$ cat src/rtl/spi_reg_pkg.sv
// rtl/spi_reg_pkg.sv - shared FSM state, frame constants and word type for spi_reg_arbiter
package spi_reg_pkg;

    typedef enum logic [1:0] {
        SKIP   = 2'd0,
        IDLE   = 2'd1,
        ACTIVE = 2'd2,
        COMMIT = 2'd3
    } spi_state_t;

    localparam int FRAME_BITS  = 40;
    localparam int WR_FLAG_BIT = 7;
    localparam int IDX_W       = 4;
    localparam int BIT_CNT_W   = 6;

    typedef logic [31:0] reg_word_t;

endpackage

$ cat src/rtl/spi_sync2.sv
// rtl/spi_sync2.sv - two-flop synchronizer for one raw SPI line
module spi_sync2 (
    input  logic Clk,
    input  logic Reset,
    input  logic async_in,
    output logic sync_out
);

    logic meta;

    // Clearing to 0 keeps a chip select held low through reset from looking like a fresh idle period.
    always_ff @(posedge Clk) begin
        if (Reset) begin
            meta     <= 1'b0;
            sync_out <= 1'b0;
        end else begin
            meta     <= async_in;
            sync_out <= meta;
        end
    end

endmodule

$ cat src/rtl/spi_reg_arbiter.sv
// rtl/spi_reg_arbiter.sv - SPI frame committer and local writer sharing one register bank
// Optional bank watchdog is built in when SPI_REG_WDOG_EN is defined.
module spi_reg_arbiter
    import spi_reg_pkg::*;
#(
    parameter int NREG        = 16,
    parameter int WDOG_CYCLES = 50_000_000
) (
    input  logic                 Clk,
    input  logic                 Reset,
    input  logic                 SPI_CS,
    input  logic                 SPI_CLK,
    input  logic [7:0]           DataAddr,
    input  logic [31:0]          DataToFPGA,
    output logic [31:0]          DataToRPi,
    input  logic                 LocWrReq,
    input  logic [IDX_W-1:0]     LocWrAddr,
    input  logic [31:0]          LocWrData,
    output logic                 LocWrGnt,
    input  logic [IDX_W-1:0]     FpgaRdAddr,
    output logic [31:0]          FpgaRdData,
    output logic                 SpiWrStb,
    output logic [IDX_W-1:0]     SpiWrAddr,
    output logic [15:0]          FrameCnt,
    output logic [7:0]           ErrCnt,
    output logic                 WdogTrip
);

    if (NREG != (1 << IDX_W)) begin : g_bad_nreg
        $error("spi_reg_arbiter: NREG must equal 2**IDX_W");
    end
    if (WDOG_CYCLES < 2) begin : g_bad_wdog
        $error("spi_reg_arbiter: WDOG_CYCLES must be at least 2");
    end

    logic cs_sync, clk_sync, cs_prev, clk_prev;
    logic cs_rise, clk_rise;

    spi_sync2 u_sync_cs (
        .Clk      (Clk),
        .Reset    (Reset),
        .async_in (SPI_CS),
        .sync_out (cs_sync)
    );

    spi_sync2 u_sync_clk (
        .Clk      (Clk),
        .Reset    (Reset),
        .async_in (SPI_CLK),
        .sync_out (clk_sync)
    );

    always_ff @(posedge Clk) begin
        if (Reset) begin
            cs_prev  <= 1'b0;
            clk_prev <= 1'b0;
        end else begin
            cs_prev  <= cs_sync;
            clk_prev <= clk_sync;
        end
    end

    assign cs_rise  = cs_sync & ~cs_prev;
    assign clk_rise = clk_sync & ~clk_prev;

    spi_state_t state, state_nxt;
    logic [BIT_CNT_W-1:0] bit_cnt;

    always_ff @(posedge Clk) begin
        if (Reset) begin
            state <= SKIP;
        end else begin
            state <= state_nxt;
        end
    end

    always_comb begin
        state_nxt = state;
        case (state)
            SKIP:    if (cs_sync)  state_nxt = IDLE;
            IDLE:    if (!cs_sync) state_nxt = ACTIVE;
            ACTIVE:  if (cs_rise)  state_nxt = COMMIT;
            COMMIT:  state_nxt = IDLE;
            default: state_nxt = SKIP;
        endcase
    end

    always_ff @(posedge Clk) begin
        if (Reset || state == IDLE) begin
            bit_cnt <= '0;
        end else if (state == ACTIVE && clk_rise && bit_cnt != '1) begin
            bit_cnt <= bit_cnt + 1'b1;
        end
    end

    logic             in_commit, frame_good, is_wr, addr_ok;
    logic             spi_wr, spi_rd, frame_err, loc_gnt, wdog_fire;
    logic [IDX_W-1:0] spi_idx;

    assign in_commit  = (state == COMMIT);
    assign frame_good = (bit_cnt == BIT_CNT_W'(FRAME_BITS));
    assign is_wr      = DataAddr[WR_FLAG_BIT];
    assign addr_ok    = (DataAddr[WR_FLAG_BIT-1:IDX_W] == '0);
    assign spi_idx    = DataAddr[IDX_W-1:0];

    assign spi_wr    = in_commit & frame_good & is_wr & addr_ok;
    assign spi_rd    = in_commit & frame_good & ~is_wr;
    assign frame_err = in_commit & ~(frame_good & (~is_wr | addr_ok));

    // The SPI commit owns the bank port; a held local request simply lands one cycle later.
    assign loc_gnt  = LocWrReq & ~spi_wr & ~Reset;
    assign LocWrGnt = loc_gnt;

    reg_word_t bank [NREG];

    always_ff @(posedge Clk) begin
        if (Reset) begin
            for (int i = 0; i < NREG; i++) begin
                bank[i] <= '0;
            end
        end else begin
            if (spi_wr) begin
                bank[spi_idx] <= DataToFPGA;
            end else if (loc_gnt) begin
                bank[LocWrAddr] <= LocWrData;
            end
            // Placed last so the watchdog clear overrides a same-cycle local write to 0..3.
            if (wdog_fire) begin
                for (int i = 0; i < 4; i++) begin
                    bank[i] <= '0;
                end
            end
        end
    end

    always_ff @(posedge Clk) begin
        if (Reset) begin
            DataToRPi  <= '0;
            FpgaRdData <= '0;
            SpiWrStb   <= 1'b0;
            SpiWrAddr  <= '0;
            FrameCnt   <= '0;
            ErrCnt     <= '0;
        end else begin
            DataToRPi  <= bank[spi_idx];
            FpgaRdData <= bank[FpgaRdAddr];
            SpiWrStb   <= spi_wr;
            if (spi_wr) begin
                SpiWrAddr <= spi_idx;
            end
            if (spi_wr || spi_rd) begin
                FrameCnt <= FrameCnt + 16'd1;
            end
            if (frame_err && ErrCnt != 8'hFF) begin
                ErrCnt <= ErrCnt + 8'd1;
            end
        end
    end

`ifdef SPI_REG_WDOG_EN
    localparam int WD_W = $clog2(WDOG_CYCLES + 1);
    localparam logic [WD_W-1:0] WD_LAST = WD_W'(WDOG_CYCLES - 1);
    localparam logic [WD_W-1:0] WD_PARK = WD_W'(WDOG_CYCLES);

    logic [WD_W-1:0] wdog_cnt;
    logic            wdog_trip_q;

    assign wdog_fire = ~spi_wr & (wdog_cnt == WD_LAST);

    // The counter parks one past the trip point so the bank is cleared once per silent period.
    always_ff @(posedge Clk) begin
        if (Reset) begin
            wdog_cnt    <= '0;
            wdog_trip_q <= 1'b0;
        end else if (spi_wr) begin
            wdog_cnt    <= '0;
            wdog_trip_q <= 1'b0;
        end else begin
            if (wdog_cnt != WD_PARK) begin
                wdog_cnt <= wdog_cnt + 1'b1;
            end
            if (wdog_fire) begin
                wdog_trip_q <= 1'b1;
            end
        end
    end

    assign WdogTrip = wdog_trip_q;
`else
    assign wdog_fire = 1'b0;
    assign WdogTrip  = 1'b0;
`endif

endmodule

$ cat config.mk
export PLATFORM = sky130hd
export DESIGN_NAME = spi_reg_arbiter
export DESIGN_NICKNAME = d
export VERILOG_FILES = /design/src/rtl/spi_reg_pkg.sv /design/src/rtl/spi_sync2.sv /design/src/rtl/spi_reg_arbiter.sv
export SDC_FILE = /design/constraint.sdc
export NUM_CORES = 1
export LEC_CHECK = 0
export CAP_MARGIN = 0
export CORE_AREA = 2 2 242 244
export DETAILED_ROUTE_END_ITERATION = 12
export DIE_AREA = 0 0 244 246
export GPL_ROUTABILITY_DRIVEN = 1
export PLACE_DENSITY = 0.77
export SKIP_LAST_GASP = 1
export SLEW_MARGIN = 20
export SYNTH_ARGS = -nofsm -noshare
export SYNTH_HDL_FRONTEND = slang
export SYNTH_HIERARCHICAL = 1
export SYNTH_SLANG_ARGS = --single-unit
$ cat constraint.sdc
create_clock -name Clk -period 5.66 [get_ports Clk]
set_input_delay 1.132 -clock Clk [delete_from_list [all_inputs] [get_ports Clk]]
set_output_delay 1.132 -clock Clk [all_outputs]
set_load 0.02 [all_outputs]
==> impl_metrics.tcl <==
set metrics [dict create \
    syn_inst 2043 \
    cts-root-buf "clkbuf_16" \
    holdWs_ns 0.454 \
    clk_path_buf_depth 3 \
    num_antenna_cells 0 \
    clkPwrFrac_pct 39.6 \
    p_sw_share_pct 25.0 \
    start_util_pct 54.4 \
    hold_viol 0 \
    reg2regPathDepth 7 \
    cts_max_level 3 \
    synth_most_common_cell "edfxtp_1" \
    die-area_mm2 0.0600 \
    fin_cells 2943 \
    finalSetupTns_ns 0 \
    fill_cells 3975 \
    antenna_found_initial 0 \
    synth_edf_count 512 \
    startpoint_type "input pin" \
    grtUsageTotal_pct 31.1 \
    grt_pass1_wl_um 139000 \
    path_common_cell "clkdlybuf4s50_1" \
    wl_um 91500 \
    synth.cells.most_frequent "512 x edfxtp_1, 320 x mux4_2, 252 x nor4_1, 194 x nor3_1, 143 x clkbuf_1" \
    ir_worst_vdd_mv 0.207 \
    fin_nets 2220 \
    grt_pass1_vias 22100 \
    wl_met2_um 43300 \
    p_total_mw 11.1 \
    dp_hpwl_um 52700 \
    portBuffers 178 \
    hold_path_depth 1 \
    tritoncts "done" \
    tightest_slew_ns 1.10 \
    cp.arrival_ns 3.45 \
    finalClockSkew_ns 0.0239 \
    p_switching_mw 2.79 \
    async_reset_ff_share_pct 0 \
    gp_congestion 0.836 \
    top_layer_used "met4" \
    ant_nets 0 \
    timing.final.crit_share_pct 81.0 \
    path_cells "clkdlybuf4s50_1, or4b_4, o31a_2, clkdlybuf4s50_1" \
    slowest_stage "clkdlybuf4s50_1" \
    cts_resized 0 \
    synth_top_area_share_pct 49.2 \
    grt_max_degree 110 \
    outcome "complete, no violations" \
    wl_met3_um 12400 \
    powerDensity_mw_per_mm2 309 \
    cts_setup_buffers 0 \
    vias 21400 \
    insertion_delay_ns 0.60 \
    synth_area_per_cell_um2 15.3 \
    synth_area_leaders "edfxtp_1 49%, mux4_2 23%, dfxtp_1 6.9%, nor4_1 5.0%, nor3_1 3.1%" \
    wl_met1_um 31200 \
    crit_path_end_kind "output pin" \
    dpl_cell_area_mm2 0.0339 \
    clock_sinks 619 \
    placedCellCount 2822 \
    fp-row-count 88 \
    syn_to_final_growth_pct 15.6 \
    wl_per_cell_um 31.1 \
    drt_iter0_markers 3215 \
    p_comb_share_pct 13.4 \
    die_w_um 244 \
    p_leak_nw 11.5 \
    drc 0 \
    setup_viol 0 \
    drive_gt1_share_pct 26.7 \
    yosysWarnings 6 \
    post-route-min-period_ns 4.58 \
    via_per_inst 7.27 \
    coreArea_mm2 0.0574 \
    min_path_type "reg2reg" \
    synth_nets 2137 \
    ys_ff_latch 619 \
    synth_area_mm2 0.0312 \
    clk_pin_slew_ns 0.06 \
    synth.largest_area_cell "edfxtp_1" \
    dr.pass1.iters 5 \
    pin_count 180 \
    rsz0062_at_grt "false" \
    required_ns 4.53 \
    fin_area_mm2 0.0361 \
    pwr-share-seq_pct 46.9 \
    internal_power_mw 8.35 \
    overflow 0 \
    slew_headroom_pct 26.3 \
    slowest_delay_ns 0.78 \
    fmaxAchievable_mhz 218 \
    synth_top_flop_cell "edfxtp_1" \
    ys_seq_area_share_pct 56.1 \
    drv_slew 0 \
    worst-setup-path-type "in2out" \
    critPathMaxFanout 7 \
    maxCapViolations 0 \
    synth_cell_types 56 \
    cts_made_buffers 67 \
    cts_hold_buf 0 \
    die_h_um 246 \
]
-- power by group through the flow --
stage	clock [mW]	sequential [mW]	combinational (mW)
after detailed placement	0	5.32	1.46
final	4.42	5.23	1.49
after global placement	0	5.30	1.43
after floorplan	0	5.34	0.886
after CTS	4.45	5.23	1.47
after global routing	4.63	5.25	1.55
-- worst max-delay path: cells and delay by family --
family	cells	cell delay, ns
simple gates	1	0.58
compound gates	1	0.45
buf+inv	2	1.28
-- worst paths after layout --
path | startpoint | endpoint | slack [ns]
worst max-delay path | DataAddr[4] | LocWrGnt | 1.08
worst min-delay path | u_sync_cs/meta | u_sync_cs/sync_out | 0.45
worst max register to register | state[0] | bank[13][28] | 1.99
worst min register to register | u_sync_cs/meta | u_sync_cs/sync_out | 0.45
-- metal layers --
metal,track usage (%),vias to the layer above
met3,7.65,326
met2,48.6,1808
li1,-,8604
met1,41.3,10600
met4,14.7,0
met5,0,-
-- placed cells by master (no fill, tap or decap), types with 20 or more instances in the layout --
cell             netlist  layout
clkbuf_16              0      74
nor4_1               252     252
dfxtp_1              107     107
clkdlybuf4s50_1        0     171
and2_1                67      67
mux4_2               320     320
nor2_1                90      88
edfxtp_1             512     512
nor3_1               194     194
buf_4                 31      84
clkbuf_1             143      20
mux2i_1               31      27
-- logic make-up after synthesis --
kind of cell,synth area share [%]
buffers and inverters,4.02
xor gates and xnor gates,0.224
DFF,56.1
and+or+nand+nor,12.7
adders and majority gates,0.361
other,0.0120
muxes,25.2
AOI/OAI and AO/OA,1.36
-- flip-flops by register name, indices dropped and copies added (netlist names), 2 cells and up --
| signal | cells |
|---|---|
| SpiWrAddr | 4 |
| bank | 512 |
| bit_cnt | 6 |
| DataToRPi | 32 |
| FpgaRdData | 32 |
| ErrCnt | 8 |
| state | 2 |
| FrameCnt | 16 |
-- cell type report --
class | count | area (um^2) | area share, %
Timing Repair Buffer | 273 | 2640 | 7.30
Clock inverter | 24 | 216 | 0.600
Tap cell | 765 | 957 | 2.65
Clock buffer | 97 | 1970 | 5.45
Multi-Input combinational cell | 1154 | 12800 | 35.3
Inverter | 11 | 42.5 | 0.118
Sequential cell | 619 | 17500 | 48.5
-- per-stage QoR --
| stage | util [%] | setup slack (ns) |
|---|---|---|
| CTS | 62.9 | 1.10 |
| detailed placement | 59.1 | 0.818 |
| floorplan | - | 0.0500 |
| global placement | 59.1 | 0.845 |
| finish | 62.9 | 1.08 |
| global route | 62.9 | 1.04 |
(Power assumes the default switching activity.)
==> patch 1, RTL diff (same settings) <==
Take the reset off `FpgaRdData` and load it in a clocked block of its own.
--- a/src/rtl/spi_reg_arbiter.sv
+++ b/src/rtl/spi_reg_arbiter.sv
@@ -136,14 +136,12 @@
     always_ff @(posedge Clk) begin
         if (Reset) begin
             DataToRPi  <= '0;
-            FpgaRdData <= '0;
             SpiWrStb   <= 1'b0;
             SpiWrAddr  <= '0;
             FrameCnt   <= '0;
             ErrCnt     <= '0;
         end else begin
             DataToRPi  <= bank[spi_idx];
-            FpgaRdData <= bank[FpgaRdAddr];
             SpiWrStb   <= spi_wr;
             if (spi_wr) begin
                 SpiWrAddr <= spi_idx;
@@ -155,6 +153,10 @@
                 ErrCnt <= ErrCnt + 8'd1;
             end
         end
+    end
+
+    always_ff @(posedge Clk) begin
+        FpgaRdData <= bank[FpgaRdAddr];
     end
 
 `ifdef SPI_REG_WDOG_EN
Check against the original RTL: differs if Reset is asserted again (counterexample within 4 cycles, from zero or initial values and one cycle with Reset high); with Reset held inactive, the same outputs for 4 cycles.
==> patch 1 against the original RTL <==
Register-to-register slack lost 0.30 ns. Clock power grew 1%. Global-route usage shrank 1.8 points. Sequential cell count is the same. Non-clock buffer count grew 3. Routed wire length shrank 6.0%. Worst setup slack lost 0.082 ns. Design area shrank 3.4%. Critical path depth is the same. Area after synthesis shrank 4.6%. Worst hold slack lost 0.0072 ns. Count of clock-buffer cells in the layout shrank 10. Total power grew 2.2%. Largest power group unchanged.
==> patch 1: results (changes against the original RTL) <==
stage,metric,value,unit,change
run_status,status,finished clean,,
yosys,number of flops mapped to enable cells by yosys,512,,unchanged
final_layout,Regs by FF count,"bank (512), DataToRPi (32), FpgaRdData (32)",,
power,P_leak,11.3,nW,-2.6%
timing,measured slew at the worst slew-check pin,1.24,ns,+0.139 ns
clock_network,clock latency at the later pin of the worst-skew pair,0.63,ns,+0.03 ns
placed_design,# port buffers,178,,unchanged
placed_design,GP Congestion,0.856,,+2.5%
final_layout,# diodes,0,,unchanged
yosys,compound-cell area share of the yosys netlist,0.588,%,-0.77 points
global_route,vias in the first global route,20099,,-9.1%
clock_network,clk buf depth,3,,unchanged
final_layout,layout cell share with drive strength beyond 1,26.4,%,-0.26 points
worst_hold_path,Hold Crit Class,flip-flop to flip-flop,,
yosys,sequential share of the synthesized area,58.8,%,+2.7 points
yosys,top post-synthesis cells by area,"edfxtp_1 52%, mux4_2 24%, dfxtp_1 7.2%, nor3_1 5.0%, nor2_1 3.2%",,
yosys,Post-Syn Nets,2020,,-5.5%
detailed_routing,Via density,6.75,,-7.1%
setup_path,CP peak stage delay,0.92,ns,+0.14 ns
setup_path,worst-path fanout max,13,,+6
yosys,async set-reset flop share out of synthesis,0,%,unchanged
yosys,yosys warns,6,,unchanged
setup_path,CP arrival,3.53,ns,+0.08 ns
timing,clock skew,0.0358,ns,+0.0120 ns
placed_design,pre-CTS setup slack,0.808,ns,-0.0102 ns
yosys,Synth Area in XOR/XNOR,0.706,%,+0.48 points
detailed_routing,initial DRC count,2689,,-16%
clock_network,clk slew on worst S/H paths,0.06,ns,about the same
global_route,initial antenna violation count,1,,+1
placed_design,hpwl dp,51300,µm,-2.7%
yosys,synth unique cells,46,,-18%
setup_path,Crit path max-delay family,buffers and inverters,,
clock_network,H-tree levels,3,,unchanged
clock_network,Post CTS Setup Buffer Count,0,,unchanged
placed_design,placed cell area,32600,µm²,-3.7%
clock_network,Root Buffer,clkbuf_16,,
global_route,gr usage total,29.2,%,-1.8 points
final_layout,Final #Nets,2163,,-2.6%
detailed_routing,DRT Pass-1 Iters,5,,unchanged
global_route,first-pass GRT wire length,129000,µm,-7.3%
yosys,Adder-Cell Fraction of Synth Area,0.378,%,+0.017 points
yosys,mux share of post-synthesis cell area,25.8,%,+0.66 points
yosys,"top cells by count, synth","512 x edfxtp_1, 320 x mux4_2, 298 x nor3_1",,
power,maximum vdd drop,234,µV,+13%
global_route,largest net degree at the start of global routing,94,,-15%
detailed_routing,DRT Wirelength,86000,µm,-6.0%
final_layout,number of fill cells in the layout,4124,,+3.7%
[patch 1: changes by cell type after synthesis, sizes merged, moves of 12 or more]
cell,delta
nor2b,+23
a21oi,-12
nor4,-260
nor3,+104
nor2,+166
nand4,+12
clkbuf,-55
and2,-65
o31ai,-18
xor2,+16
[patch 1: path summary, 6_finish.rpt]
check / start / slack [ns] / cells after the start / end
setup / recovery: DataAddr[4] / 0.99 / 4 / LocWrGnt
hold / removal: u_sync_clk/meta / 0.45 / 1 / u_sync_clk/sync_out
setup reg to reg: bit_cnt[0] / 1.69 / 8 / bank[14][24]
hold reg to reg: u_sync_clk/meta / 0.45 / 1 / u_sync_clk/sync_out
[patch 1: logic make-up (layout without fill, tap and decap cells)]
logic type	count (synthesis)	in the layout
compound gates	25	25
xor+xnor	24	24
fa+ha+maj	9	9
buf+inv	209	403
flops	619	619
mux	365	365
other cells	1	1
simple gates	674	674
[patch 1: stage by stage]
stage                     utilization, %  cells
after floorplan                        -   1926
after global placement              56.9   2765
after detailed placement            56.9   2765
after CTS                           60.8   2885
after global routing                60.8   2885
final                               60.8   2885
[patch 1: worst register-to-register path, stage by stage (launching register included)]
cell and delay (ns):
dfxtp_1 0.41, inv_1 0.07, ha_1 0.22, and2_1 0.21, a41oi_4 0.81, mux2i_1 0.66
nand2_4 0.44, o21bai_4 0.58, buf_4 0.30
[patch 1: cell type report]
cell class	instances	area (µm²)	share of cell area, %
Multi-Input combinational cell	1098	11500	33.0
Tap cell	765	957	2.74
Sequential cell	619	17500	50.2
Inverter	7	26.3	0.0753
Clock inverter	33	375	1.08
Clock buffer	87	1850	5.31
Timing Repair Buffer	276	2640	7.56
[patch 1: routing by layer]
metal  up-vias  global-route usage (%)  share of wire [%]
met5         -                   0.817              0.087
met4         4                    13.6                4.7
met3       253                    7.86                 13
met2      1519                    46.6                 48
met1      9800                    37.6                 34
li1       7894                       -                  -
[patch 1: power by group]
group | leakage, nW | total, mW | internal, mW | switching (mW)
Combinational | 4.40 | 1.52 | 0.711 | 0.808
Clock | 1.09 | 4.48 | 2.64 | 1.84
Sequential | 5.77 | 5.39 | 5.23 | 0.155
Total | 11.3 | 11.4 | 8.58 | 2.80
==> patch 2, RTL diff (config.mk and constraints unchanged) <==
Without the edit above. The package constant `BIT_CNT_W` goes from 6 to 8.
--- a/src/rtl/spi_reg_pkg.sv
+++ b/src/rtl/spi_reg_pkg.sv
@@ -11,7 +11,7 @@
     localparam int FRAME_BITS  = 40;
     localparam int WR_FLAG_BIT = 7;
     localparam int IDX_W       = 4;
-    localparam int BIT_CNT_W   = 6;
+    localparam int BIT_CNT_W   = 8;
 
     typedef logic [31:0] reg_word_t;
 
Check against the original RTL: not settled (the Yosys comparison gave no result); the edit may change what the design does.
==> patch 2 against the original RTL <==
Area after synthesis is 3.1% higher. Worst setup slack worse by 0.13 ns. Largest power group unchanged. Design area is 1.8% higher. Non-clock buffer count is 35 lower. Via count hardly changed. Total power is 3.4% higher. Highest routed layer is now met5. Critical path depth is 2 higher. Sequential cell count is 2 higher. Count of clock-buffer cells in the layout is 12 lower. Sequential share of layout area is 0.76 points lower. Routed wire length is 0.60% lower.
==> patch 2: results (changes against the original RTL) <==
stage,metric,value,unit,change
timing,clock skew,0.0244,ns,+0.000535 ns
timing,headroom to the max-slew limit,26.1,%,-0.20 points
global_route,largest net degree at the start of global routing,132,,+20%
detailed_routing,DR WL met2,44700,µm,+3.2%
detailed_routing,met3 WL post-DR,11100,µm,-10%
yosys,mux share of post-synthesis cell area,25.6,%,+0.42 points
placed_design,placed cell area,34500,µm²,+1.8%
yosys,compound-cell area share of the yosys netlist,1.57,%,+0.22 points
setup_path,"setup slack, reg-to-reg",2.01,ns,+0.02 ns
final_layout,Non-CTS buffers,238,,-13%
final_layout,Clock-cell share,6.09,%,+0.038 points
timing,Hold WS,0.445,ns,-0.00966 ns
power,clock share of power,39.2,%,-0.4 points
detailed_routing,initial DRC count,2864,,-11%
final_layout,Seq area share,47.8,%,-0.76 points
final_layout,multi-input gate count,1296,,+12%
worst_hold_path,Worst Hold End,u_sync_clk/sync_out,,
run_status,status,finished clean,,
final_layout,# diodes,2,,+2
global_route,gr usage total,30.8,%,-0.28 points
detailed_routing,routed len/inst,29.7,µm,-4.3%
global_route,first-pass GRT wire length,137000,µm,-1.5%
global_route,initial antenna violation count,4,,+4
power,maximum vdd drop,198,µV,-4.4%
setup_path,CP arrival,3.58,ns,+0.13 ns
final_layout,"Inverters, non-clock",13,,+2
detailed_routing,top sig layer,met5,,
final_layout,CLK BUF,85,,-12%
worst_hold_path,Hold Path Origin,u_sync_clk/meta,,
placed_design,cell count after placement,2933,,+3.9%
yosys,top post-synthesis cells by area,"edfxtp_1 48%, mux4_2 22%, nor3_1 7.4%, dfxtp_1 6.8%, nor2b_1 1.4%",,
final_layout,final instance area,36800,µm²,+1.8%
setup_path,Reg2Reg Depth,6,,-1
final_layout,final cell count without fillers,3058,,+3.9%
setup_path,worst-path fanout max,29,,+22
[patch 2: cell count changes after synthesis, moves of 13 or more]
cell | unedited run | this run
buf_2 | 52 | 84
buf_4 | 31 | 18
buf_6 | 8 | 28
clkbuf_1 | 143 | 89
mux2_2 | 4 | 35
mux2i_1 | 31 | 11
mux2i_2 | 3 | 20
nand2_1 | 17 | 78
nor2_1 | 90 | 21
nor2b_1 | 16 | 74
nor3_1 | 194 | 473
nor3_2 | 0 | 41
nor4_1 | 252 | 4
[patch 2: cell families after synthesis]
| logic type | after synthesis |
|---|---|
| xor+xnor | 5 |
| buf+inv | 246 |
| flops | 621 |
| simple gates | 810 |
| mux | 398 |
| fa+ha+maj | 9 |
| compound gates | 73 |
| other cells | 1 |
[patch 2: critical path: cells and delay by family]
kind                   cells  cell delay (ns)
AO/OA/AOI/OAI              1             0.44
AND/OR/NAND/NOR            1             0.35
buffers and inverters      4             1.60
